`src/rtl/gcd_requester.sv`:
```
`timescale 1ns/1ps
// Small generic FIFO: registered storage, head entry always visible on pop_dat_o.
// Latency: a push is visible at the head on the next cycle.
// Backpressure: full_o comes from the occupancy register only, never from a same-cycle pop.
module gcd_fifo #(
    parameter int DW    = 32,
    parameter int DEPTH = 2
) (
    input  logic          clk_i,
    input  logic          reset_i,
    input  logic          push_i,
    input  logic [DW-1:0] push_dat_i,
    input  logic          pop_i,
    output logic [DW-1:0] pop_dat_o,
    output logic          full_o,
    output logic          empty_o
);
    localparam int AW = (DEPTH > 1) ? $clog2(DEPTH) : 1;
    localparam int CW = $clog2(DEPTH + 1);

    logic [DW-1:0] mem_q [DEPTH];
    logic [AW-1:0] wr_q;
    logic [AW-1:0] rd_q;
    logic [CW-1:0] cnt_q;
    logic          do_push;
    logic          do_pop;

    function automatic logic [AW-1:0] ptr_next(input logic [AW-1:0] p);
        return (p == AW'(DEPTH - 1)) ? '0 : p + 1'b1;
    endfunction

    assign full_o    = (cnt_q == CW'(DEPTH));
    assign empty_o   = (cnt_q == '0);
    assign do_push   = push_i && !full_o;
    assign do_pop    = pop_i && !empty_o;
    assign pop_dat_o = mem_q[rd_q];

    always_ff @(posedge clk_i) begin
        if (reset_i) begin
            wr_q  <= '0;
            rd_q  <= '0;
            cnt_q <= '0;
        end else begin
            if (do_push) begin
                mem_q[wr_q] <= push_dat_i;
                wr_q        <= ptr_next(wr_q);
            end
            if (do_pop) begin
                rd_q <= ptr_next(rd_q);
            end
            if (do_push && !do_pop) begin
                cnt_q <= cnt_q + 1'b1;
            end else if (!do_push && do_pop) begin
                cnt_q <= cnt_q - 1'b1;
            end
        end
    end
endmodule

// GCD engine initiator: buffers two operand pairs, drives start/done, zero bypass, watchdog.
// Latency: push->eng_start 2 cycles; eng_done->res_valid 1 cycle; zero bypass push->result 2 cycles.
// Backpressure: req_ready = !full; a held result (res_valid && !res_ready) stalls issue.
module gcd_requester #(
    parameter int WIDTH   = 16,
    parameter int TIMEOUT = 1023
) (
    input  logic             clk_i,
    input  logic             reset_i,
    input  logic             req_valid_i,
    output logic             req_ready_o,
    input  logic [WIDTH-1:0] req_a_i,
    input  logic [WIDTH-1:0] req_b_i,
    output logic             eng_start_o,
    output logic [WIDTH-1:0] eng_in1_o,
    output logic [WIDTH-1:0] eng_in2_o,
    output logic             eng_reset_o,
    input  logic [WIDTH-1:0] eng_gcd_i,
    input  logic             eng_done_i,
    output logic             res_valid_o,
    input  logic             res_ready_i,
    output logic [WIDTH-1:0] res_gcd_o,
    output logic             res_timeout_o
);
    localparam int CW = $clog2(TIMEOUT + 1);

    typedef enum logic [2:0] {
        S_IDLE,
        S_START,
        S_WAIT,
        S_RECOVER,
        S_GAP
    } state_t;

    state_t               state_q, state_d;
    logic [CW-1:0]        cnt_q, cnt_d, cnt_inc;
    logic [WIDTH-1:0]     in1_q, in1_d, in2_q, in2_d;
    logic [WIDTH-1:0]     res_gcd_q, res_gcd_d;
    logic                 res_vld_q, res_vld_d;
    logic                 res_to_q, res_to_d;
    logic                 start_q, start_d;
    logic                 eng_rst_q, eng_rst_d;
    logic                 pop;
    logic                 fifo_full;
    logic                 fifo_empty;
    logic [2*WIDTH-1:0]   head;
    logic [WIDTH-1:0]     head_a, head_b;

    gcd_fifo #(
        .DW    (2 * WIDTH),
        .DEPTH (2)
    ) u_req_fifo (
        .clk_i      (clk_i),
        .reset_i    (reset_i),
        .push_i     (req_valid_i && req_ready_o),
        .push_dat_i ({req_a_i, req_b_i}),
        .pop_i      (pop),
        .pop_dat_o  (head),
        .full_o     (fifo_full),
        .empty_o    (fifo_empty)
    );

    assign req_ready_o = !fifo_full;
    assign head_a      = head[2*WIDTH-1:WIDTH];
    assign head_b      = head[WIDTH-1:0];
    assign cnt_inc     = cnt_q + 1'b1;

    always_comb begin
        state_d   = state_q;
        cnt_d     = cnt_q;
        in1_d     = in1_q;
        in2_d     = in2_q;
        res_vld_d = res_vld_q && !res_ready_i;
        res_gcd_d = res_gcd_q;
        res_to_d  = res_to_q;
        pop       = 1'b0;
        case (state_q)
            S_IDLE: begin
                if (!fifo_empty && !res_vld_q) begin
                    pop = 1'b1;
                    // The engine never terminates on a zero operand, so answer locally.
                    if (head_a == '0 || head_b == '0) begin
                        res_gcd_d = head_a | head_b;
                        res_to_d  = 1'b0;
                        res_vld_d = 1'b1;
                    end else begin
                        in1_d   = head_a;
                        in2_d   = head_b;
                        state_d = S_START;
                    end
                end
            end
            S_START: begin
                cnt_d   = '0;
                state_d = S_WAIT;
            end
            S_WAIT: begin
                cnt_d = cnt_inc;
                if (eng_done_i) begin
                    res_gcd_d = eng_gcd_i;
                    res_to_d  = 1'b0;
                    res_vld_d = 1'b1;
                    state_d   = S_GAP;
                end else if (cnt_inc == CW'(TIMEOUT)) begin
                    res_gcd_d = '0;
                    res_to_d  = 1'b1;
                    res_vld_d = 1'b1;
                    state_d   = S_RECOVER;
                end
            end
            S_RECOVER: state_d = S_GAP;
            S_GAP:     state_d = S_IDLE;
            default:   state_d = S_IDLE;
        endcase
        start_d   = (state_d == S_START);
        eng_rst_d = (state_d == S_RECOVER);
    end

    always_ff @(posedge clk_i) begin
        if (reset_i) begin
            state_q   <= S_IDLE;
            cnt_q     <= '0;
            in1_q     <= '0;
            in2_q     <= '0;
            res_vld_q <= 1'b0;
            res_gcd_q <= '0;
            res_to_q  <= 1'b0;
            start_q   <= 1'b0;
            eng_rst_q <= 1'b1;
        end else begin
            state_q   <= state_d;
            cnt_q     <= cnt_d;
            in1_q     <= in1_d;
            in2_q     <= in2_d;
            res_vld_q <= res_vld_d;
            res_gcd_q <= res_gcd_d;
            res_to_q  <= res_to_d;
            start_q   <= start_d;
            eng_rst_q <= eng_rst_d;
        end
    end

    assign eng_start_o   = start_q;
    assign eng_in1_o     = in1_q;
    assign eng_in2_o     = in2_q;
    assign eng_reset_o   = eng_rst_q;
    assign res_valid_o   = res_vld_q;
    assign res_gcd_o     = res_gcd_q;
    assign res_timeout_o = res_to_q;
endmodule

```
`config.mk`:
```
export PLATFORM = sky130hd
export DESIGN_NAME = gcd_requester
export DESIGN_NICKNAME = d
export VERILOG_FILES = /design/src/rtl/gcd_requester.sv
export SDC_FILE = /design/constraint.sdc
export NUM_CORES = 1
export LEC_CHECK = 0
export ABC_AREA = 1
export BUFFER_PORTS_ARGS = -buffer_cell sky130_fd_sc_hd__buf_2
export CAP_MARGIN = 15
export CORE_ASPECT_RATIO = 1.1
export CORE_MARGIN = 3
export CORE_UTILIZATION = 35
export CTS_CLUSTER_DIAMETER = 150
export DETAILED_ROUTE_END_ITERATION = 10
export GPL_TIMING_DRIVEN = 0
export PLACE_DENSITY_LB_ADDON = 0.25
export SYNTH_ARGS = -nofsm -noshare
export SYNTH_HDL_FRONTEND = slang
export SYNTH_SLANG_ARGS = --single-unit
export TNS_END_PERCENT = 10
```
`constraint.sdc`:
```
create_clock -name clk_i -period 4.3 [get_ports clk_i]
set_input_delay 0 -clock clk_i [delete_from_list [all_inputs] [get_ports clk_i]]
set_output_delay 0 -clock clk_i [all_outputs]
set_load 0.01 [all_outputs]
```
==> results.md, run 1 <==
* Outcome: finished clean
* Nets at just under 900
* Main synth FF type: dfxtp_1
* Std cell rows at 47
* 1st-iter DRT viols at 267
* Final Max Slew Viols at 0
* Maximum clock frequency at roughly 480 MHz
* P_leak at 3.21 nW
* Flops & latches, synth at around 130
* Clk Latency, worst-skew pair at roughly 0.42 ns
* R2r startpoint: cnt_q[0]
* Maximum vdd ir drop at ~0.33 mV
* RSZ-0062 raised after global routing: no
* CP required at 4.65 ns
* Avg WL per Cell at between 10 and 15 microns
* Die W at ~130 microns
* Pwr/cell area at roughly 620 nW/um^2
* Commonest cells post-synth: 171 x nand2_1, 86 x nor2_1, 77 x a21oi_1
* Post-DP HPWL at around 11000 microns
* Rel. slew slack at between 40% and 50%
* Pin count of the biggest net entering global routing at 23
* DIE AREA at about 18000 sq um
* Cell area after technology mapping at approximately 5600 sq um
* Total power at approximately 4.6 mW
* HP Start: req_b_i[0]
* Max_cap viols at 0
* EDFF count, synth at 64
* Gr usage total at approximately 18%
* Critical R2R Capture: res_valid_o
* Worst min path class: in2reg
* CTS buffer count at 17
* Async set or reset register ratio after synthesis at 0%
* Yosys cell types at 28
* Worst-case reg-to-reg path depth at 10
* Worst-path clk slew at 0.06 ns
* Worst Setup End Kind: register
* Port bufs at 105
* Mapped Avg Cell Area at between 8 and 9 sq um
* CTS tree: yes
* Hold Slack at 0.294 ns
* Final setup vio count at 0
* Final wirelength at between 15000 and 20000 microns
* Slew of the pin with the lowest slew margin at around 0.77 ns
* YS warnings at 0
* Crit start category: register
* Vias in the first global route at approximately 4700
* First-pass GRT wire length at around 24000 microns
* DR vias at approximately 4800
* Total gr overflow at 0
* Top-count cell post-synth: nand2_1
* Hold path depth at 2
* DRC at 0
* ANT nets after route at 0
* Post-synthesis instance total at 640
* Antenna cells at 0
* Die span in y at between 100 and 150 microns
* Yosys top cell by area: edfxtp_1
* Tcrit/Tclk final at between 40% and 50%
* Maximum root-to-sink buffer count at 2
* CTS H-Tree Depth at 4
* Final Wtd Congestion at ~0.84
* Root buf cell: clkbuf_16
* Setup CP Type: reg2reg
* Dpl cell area at approximately 6400 sq um
* Ports at around 110
* Drt pass-1 iters at 5
* Vias per cell at ~4.6
* Worst EP arrival at roughly 2.4 ns
* P&R area growth vs syn at 34.8%
* Minimum setup slack among reg-to-reg paths at 2.21 ns
* Initial core utilization at between 30% and 40%
* Share of layout cells above drive strength 1 at around a fifth
* Antenna violations before repair at 0
* Top-area cell type share of the netlist area at about a third
* Finished Core Util at 49.1%
* Clock Sinks at between 100 and 150
* Top post-synthesis cells by area: edfxtp_1 34%, dfxtp_1 25%, nand2_1 11%, a21oi_1 6.9%, nor2_1 5.8%
* Core area at ~15000 sq um
* Worst-path fanout max at 10
* Min Tclk post-route at about 2.1 ns
* Final Hold Fails at 0
* Fin area at roughly 7500 sq um
* Hold EP: u_req_fifo.mem_q[0][0]
* Mapped Nets at approximately 700
* Clock skew at between 0.007 and 0.008 ns
* Sequential-to-total area share from yosys stat at 59.5%
[kinds of logic after synthesis]
kind of cell	count (synthesis)	synth area share, %
buffers and inverters	86	7.25
AOI/OAI and AO/OA	122	11.4
adders and majority gates	3	0.672
DFF	134	59.5
and+or+nand+nor	293	20.8
xor gates and xnor gates	2	0.314
[sequential cells by signal, summed over array words and instances, names as in the netlist, named ones only]
signal / flops
cnt_q: 10
eng_in1_o: 16
res_timeout_o: 1
eng_start_o: 1
eng_reset_o: 1
res_valid_o: 1
u_req_fifo.wr_q: 1
eng_in2_o: 16
u_req_fifo.rd_q: 1
u_req_fifo.mem_q: 64
u_req_fifo.cnt_q: 2
state_q: 3
res_gcd_o: 16
[what timing repair did]
action,CTS,global route
setup buffers,0,0
hold buffers,53,0
gates resized for setup,0,0
endpoints found under the hold margin,88,0
[where the power goes]
group	switching [mW]	total, mW	internal, mW
Sequential	0.131	1.74	1.61
Clock	0.543	1.39	0.846
Combinational	0.955	1.50	0.549
Total	1.63	4.63	3.00
[area by class of cell]
type | instances | area (sq um)
multi-input cells | 420 | 1870
well taps | 196 | 245
plain buffers | 30 | 193
clock buffers | 18 | 429
flip-flops and latches | 134 | 3320
repair buffers | 162 | 1120
inverters | 56 | 213
fillers | 1483 | 7820
clock inverters | 14 | 138
[metal layers]
metal,GRT usage [%],share of wire [%]
met4,6.15,1.8
met1,22.0,43
met2,29.5,49
met3,4.75,6.6
met5,0,0
[per-stage QoR]
| step | setup TNS (ns) | setup slack, ns | cells |
|---|---|---|---|
| final | 0 | 2.21 | 1030 |
| after global routing | 0 | 2.02 | 1030 |
| after CTS | 0 | 2.20 | 1030 |
| after detailed placement | 0 | 2.22 | 945 |
| after global placement | -12.06 | -0.380 | 941 |
| after floorplan | 0 | 1.03 | 640 |
[layout by cell type (no fill, tap or decap), drive strengths merged]
cell type and count:
buf 130, or2 1, a21oi 83, nor3 3, nand3 24, edfxtp 64
xor2 2, inv 54, o21bai 1, nand4 2, nor2 87, dfxtp 70
ha 3, o21ai 38, nand3b 3, bufinv 2, clkinv 11, clkinvlp 3
clkbuf 27, dlygate4sd3 53, nand2 173
[worst max path at each step]
stage / start / endpoint / cells past startpoint
6_report: cnt_q[0] / res_valid_o / 10
4_1_cts: register / eng_in1_o[11] / 12
2_1_floorplan: u_req_fifo.cnt_q[0] / u_req_fifo.mem_q[1][0] / 4
5_1_grt: cnt_q[0] / res_gcd_o[7] / 12
3_3_place_gp: u_req_fifo.cnt_q[0] / u_req_fifo.mem_q[1][20] / 4
3_5_place_dp: register / eng_in1_o[12] / 12
[worst max-delay path: stages, from the launching register on]
cell     delay (ns)
dfxtp_1        0.42
ha_1           0.19
nand2_1        0.12
inv_1          0.14
a21oi_1        0.08
nor2_1         0.13
nand3_1        0.13
o21ai_2        0.32
buf_4          0.25
nand2_1        0.10
a21oi_1        0.13
Note: power is estimated with default switching activity, not from simulation.
==> run 2: changes to the inputs <==
clock period = 1.9 ns   (was 4.3 ns; I/O delays follow)
==> results.md, run 2 (synthesized netlist as in run 1, its figures left out) <==
* Met3 wire len at roughly 1000 microns
* Max_cap viols at 0
* Setup CP Type: reg2reg
* Vias per cell at between 4 and 5
* Pre-CTS setup slack at -0.165 ns
* Clock Sinks at ~130
* Final setup vio count at 9
* Crit-path cells: buf_6 > inv_8 > buf_8 > nand2_1 > nand2_2 > nor2_1 > nand2_1 > nor2_2 > nand2_2 > nand3b_1 > buf_6 > buf_8 > o21ai_1 > a21oi_2
* Min Tclk post-route at between 1.5 and 2 ns
* Violated checks: setup timing
* 1st-iter DRT viols at 411
* Worst min path class: in2reg
* Die span in y at roughly 140 microns
* Final Wtd Congestion at between 0.8 and 0.9
* Most frequent cells in the layout: 124 x nand2_1, 106 x buf_2, 76 x nor2_1, 76 x a21oi_1, 65 x dfxtp_1
* Clock skew at 0.0116 ns
* Worst EP arrival at 2.27 ns
* Std cell rows at 47
* CP required at approximately 2.3 ns
* Ports at between 100 and 150
* WL met1 at between 6000 and 7000 microns
* Most common cell after layout, fill and taps aside: nand2_1
* Post-DP HPWL at about 11000 microns
* Avg WL per Cell at 15.6 microns
* Tcrit/Tclk final at 101%
* Share of layout cells above drive strength 1 at 31.4%
* Vias in the first global route at slightly below 5000
* Total gr overflow at 0
* DIE AREA at around 18000 sq um
* Crit start category: register
* Number of flip-flops in the largest register at 64
* Antenna violations before repair at 0
* P&R area growth vs syn at 46.3%
* RSZ-0062 raised after global routing: yes
* Nets at about 900
* Gr usage total at about a fifth
* Hold Slack at 0.193 ns
* Slew of the pin with the lowest slew margin at roughly 0.81 ns
* Final Max Slew Viols at 0
* CTS buffer count at 17
* Rel. slew slack at 46.1%
* Maximum clock frequency at between 500 and 600 MHz
* Port bufs at between 100 and 150
* DR vias at 4975
* Worst-path fanout max at 10
* P_leak at between 3 and 4 nW
* Clk Latency, worst-skew pair at between 0.4 and 0.5 ns
* Antenna cells at 0
* Setup ws final at -0.0231 ns
* Top reg by flops: u_req_fifo.mem_q
* Outcome: finished with violations
* Slowest-stage cell, CP: dfxtp_2
* Setup TNS at -0.0998 ns
* DRC at 0
* Die W at 126 microns
* CTS H-Tree Depth at 4
* Core area at roughly 15000 sq um
* Maximum root-to-sink buffer count at 2
* Final wirelength at 16400 microns
* Initial core utilization at 36.4%
* Pin count of the biggest net entering global routing at 23
* CP max stage delay at approximately 0.32 ns
* Final Hold Fails at 0
* Worst Setup End Kind: register
* Maximum vdd ir drop at roughly 0.84 mV
* Root buf cell: clkbuf_16
* Met2 WL at 8230 microns
* Worst-path clk slew at roughly 0.060 ns
* ANT nets after route at 0
* Drt pass-1 iters at 5
* First-pass GRT wire length at 25300 microns
* CP bufs+invs at 5
* Highest Signal Layer: met4
* Delay-heaviest family, CP: simple AND/OR/NAND/NOR gates
* CTS tree: yes
* Pwr/cell area at 1400 nW/um^2
==> run 2: cell count changes in the layout (fill, tap and decap cells not counted), moves of 4 or more <==
cell	before	now
nand2_1	171	124
nand2_2	1	44
buf_4	7	23
nor2_1	85	76
nor2_2	1	10
buf_2	112	106
nand3_1	24	18
nand3_2	0	6
buf_8	0	5
dfxtp_1	70	65
buf_16	1	5
buf_6	9	13
==> run 2: final cells by class <==
| cell class | instances | area [sq um] |
|---|---|---|
| fill | 1422 | 7180 |
| sequential | 134 | 3330 |
| multi-input combinational | 421 | 2140 |
| timing repair buffer | 185 | 1370 |
| clock buffer | 22 | 444 |
| buffer | 30 | 263 |
| tap | 196 | 245 |
| inverter | 56 | 223 |
| clock inverter | 10 | 156 |
==> run 2: path summary, 6_finish.rpt <==
kind | from | end | slack [ns] | cells after the start
setup reg to reg | register | eng_in2_o[5] | -0.02 | 14
setup / recovery | register | eng_in2_o[5] | -0.02 | 14
hold reg to reg | eng_in1_o[5] | eng_in1_o[5] | 0.44 | 2
hold / removal | reset_i | cnt_q[3] | 0.19 | 3
==> run 2: worst reg2reg max path, delay by kind of cell (launching register included) <==
| kind | cells | cell delay [ns] |
|---|---|---|
| flip-flops | 1 | 0.32 |
| AND/OR/NAND/NOR | 7 | 0.70 |
| AO/OA/AOI/OAI | 2 | 0.21 |
| buffers and inverters | 5 | 0.66 |
==> run 2: power breakdown <==
| part | total, mW | internal, mW | leakage (nW) | switching [mW] |
|---|---|---|---|---|
| Sequential | 3.95 | 3.65 | 1.16 | 0.306 |
| Combinational | 4.11 | 1.66 | 1.99 | 2.45 |
| Clock | 3.37 | 2.19 | 0.293 | 1.18 |
==> run 2: metrics by stage <==
stage               area, sq um  util, %  power, mW  instances
floorplan                  5600        -       6.05        640
global placement           6370     41.5       7.29        941
detailed placement         6430     41.9       7.33        943
CTS                        7920     51.6       11.3       1045
global route               8170     53.2       12.1       1054
finish                     8170     53.2       11.4       1054
==> run 2: what timing repair did <==
action                                  4_1_cts  5_1_grt
buffers inserted                             11        5
hold buffers                                 53        0
pin swaps                                    17       17
hold endpoints to repair                     87        0
resized for setup                            63       69
endpoints found under the setup margin       52       95
cloned                                        6        4
==> run 2: metal layers <==
metal	GRT usage [%]	vias to the layer above
li1	-	2507
met1	24.1	2261
met2	30.9	171
met3	4.86	36
met4	5.14	0
met5	0	-
==> run 3: changes to the inputs <==
CAP_MARGIN = unset   (was 15)
CELL_PAD_IN_SITES_DETAIL_PLACEMENT = 2   (was unset)
CELL_PAD_IN_SITES_GLOBAL_PLACEMENT = 2   (was unset)
CORE_UTILIZATION = 30   (was 35)
==> results.md, run 3 (synthesized netlist as in run 1, its figures left out) <==
* Maximum clock frequency at 448 MHz
* Root buf cell: clkbuf_16
* Clock group share of total power at a little over a quarter
* Total gr overflow at 0
* Sequential Power Share at between 30 and 40%
* Final Hold Fails at 0
* Ports at approximately 110
* Nets at 903
* Switching Share at a little under two fifths
* Final Max Slew Viols at 0
* Crit start category: register
* Tcrit/Tclk final at 117%
* Final setup vio count at 52
* Int Pwr at 7.47 mW
* Gr usage total at 20.8%
* P&R area growth vs syn at 47.9%
* Crit-path cells: buf_6 > inv_8 > buf_12 > nand2_2 > nand2_2 > nor2_1 > nand2_1 > nor2_2 > nand2_1 > nand3b_1 > buf_2 > o21ai_0 > a21oi_1
* Min Tclk post-route at approximately 2.2 ns
* Delay-heaviest family, CP: simple AND/OR/NAND/NOR gates
* Std cell rows at 51
* CTS buffer count at 17
* Number of flip-flops in the largest register at 64
* DIE AREA at slightly above 20000 sq um
* Worst-path clk slew at 0.06 ns
* Clock Sinks at ~130
* Avg WL per Cell at slightly below 20 microns
* Worst EP arrival at roughly 2.6 ns
* Final Wtd Congestion at roughly 0.77
* CTS tree: yes
* Sw Pwr at between 4 and 5 mW
* Die W at 136 microns
* 1st-iter DRT viols at 240
* Vias per cell at ~4.7
* Violated checks: setup timing
* Die span in y at ~150 microns
* CP bufs+invs at 4
* Max_cap viols at 0
* Top reg by flops: u_req_fifo.mem_q
* DR vias at 5207
* Pre-CTS setup slack at -0.352 ns
* Clk Latency, worst-skew pair at approximately 0.42 ns
* DRC at 0
* Pin count of the biggest net entering global routing at 29
* Maximum root-to-sink buffer count at 2
* Slew of the pin with the lowest slew margin at ~0.63 ns
* First-pass GRT wire length at between 30000 and 40000 microns
* Outcome: finished with violations
* P_leak at around 3.4 nW
* Logic gate share of total power at between 30% and 40%
* Antenna cells at 0
* CP required at between 2 and 2.5 ns
* CP max stage delay at about 0.33 ns
* Pwr/cell area at around 1400 nW/um^2
* Initial core utilization at 31.1%
* Maximum vdd ir drop at ~0.76 mV
* Post-DP HPWL at ~14000 microns
* CTS H-Tree Depth at 4
* Drt pass-1 iters at 4
* Most common cell after layout, fill and taps aside: nand2_1
* Rel. slew slack at 58.1%
* Setup CP Type: reg2reg
* Setup ws final at -0.331 ns
* Vias in the first global route at between 5000 and 6000
* Worst Setup End Kind: register
* Antenna violations before repair at 0
* Most frequent cells in the layout: 114 x nand2_1, 107 x buf_2, 75 x a21oi_1
* Clock skew at about 0.011 ns
* ANT nets after route at 0
* RSZ-0062 raised after global routing: yes
* Final wirelength at ~21000 microns
* Port bufs at 105
* Setup TNS at -11.33 ns
* Share of layout cells above drive strength 1 at between 30% and 40%
* Worst-path fanout max at 10
* Slowest-stage cell, CP: dfxtp_2
* Worst min path class: in2reg
* Core area at between 15000 and 20000 sq um
-- run 3: changes by cell type in the layout (fill, tap and decap cells not counted), moves of 3 or more --
cell and change:
nor2_1 -6, nand2_4 +10, nand3_2 -3, buf_12 +5, nand2_1 -10, clkinvlp_4 +6, nor2_2 +5, buf_16 -3
nand3_1 +3, dlygate4sd3_1 -3
-- run 3: per-stage QoR --
step | hold WS [ns] | std cells | util (%) | area (sq um) | total power, mW
floorplan | 0.0989 | 640 | - | 5600 | 6.05
global placement | 0.191 | 983 | 35.7 | 6420 | 7.36
detailed placement | 0.196 | 986 | 36.1 | 6490 | 7.57
CTS | 0.0144 | 1087 | 44.3 | 7970 | 11.5
global route | 0.0258 | 1098 | 45.9 | 8260 | 12.6
finish | 0.0163 | 1098 | 45.9 | 8260 | 11.9
-- run 3: power groups by stage --
stage	Combinational (mW)	Clock [mW]	Sequential (mW)
CTS	4.15	3.30	4.01
floorplan	1.89	0	4.17
detailed placement	3.52	0	4.05
global route	5.06	3.47	4.07
global placement	3.34	0	4.02
finish	4.61	3.24	4.01
-- run 3: worst register-to-register path, cell delays in order (launching register included) --
cell and delay (ns):
dfxtp_2 0.33, buf_6 0.14, inv_8 0.06, buf_12 0.15, nand2_2 0.07, nand2_2 0.09
nor2_1 0.14, nand2_1 0.11, nor2_2 0.13, nand2_1 0.12, nand3b_1 0.21, buf_2 0.26
o21ai_0 0.12, a21oi_1 0.22
-- run 3: path summary, 6_finish.rpt --
path	cells after the start	start	slack, ns	to
setup / recovery	13	register	-0.33	eng_in1_o[4]
hold / removal	5	eng_gcd_i[13]	0.02	res_gcd_o[13]
setup reg to reg	13	register	-0.33	eng_in1_o[4]
hold reg to reg	1	state_q[2]	0.45	state_q[2]
-- run 3: layout make-up --
| class | count | area [sq um] |
|---|---|---|
| clock buffer | 20 | 447 |
| sequential | 134 | 3330 |
| timing repair buffer | 187 | 1360 |
| multi-input combinational | 421 | 2190 |
| inverter | 56 | 218 |
| tap | 238 | 298 |
| clock inverter | 12 | 133 |
| buffer | 30 | 287 |
| fill | 1913 | 9730 |
-- run 3: routing by layer --
metal | part of all wire [%] | wire length, microns | global-route usage, % | up-vias
met2 | 54 | 11300 | 37.9 | 125
met1 | 41 | 8620 | 24.0 | 2554
li1 | - | - | - | 2504
met4 | 1.9 | 397 | 6.75 | 0
met3 | 3.7 | 780 | 4.52 | 24
met5 | 0 | 0 | 0 | -
-- run 3: what timing repair did --
item | CTS | global route
endpoints found under the hold margin | 85 | 0
endpoints found under the setup margin | 52 | 53
pin swaps | 16 | 25
gates cloned | 5 | 2
buffers inserted | 14 | 9
hold buffers | 50 | 0
gates resized for setup | 84 | 64
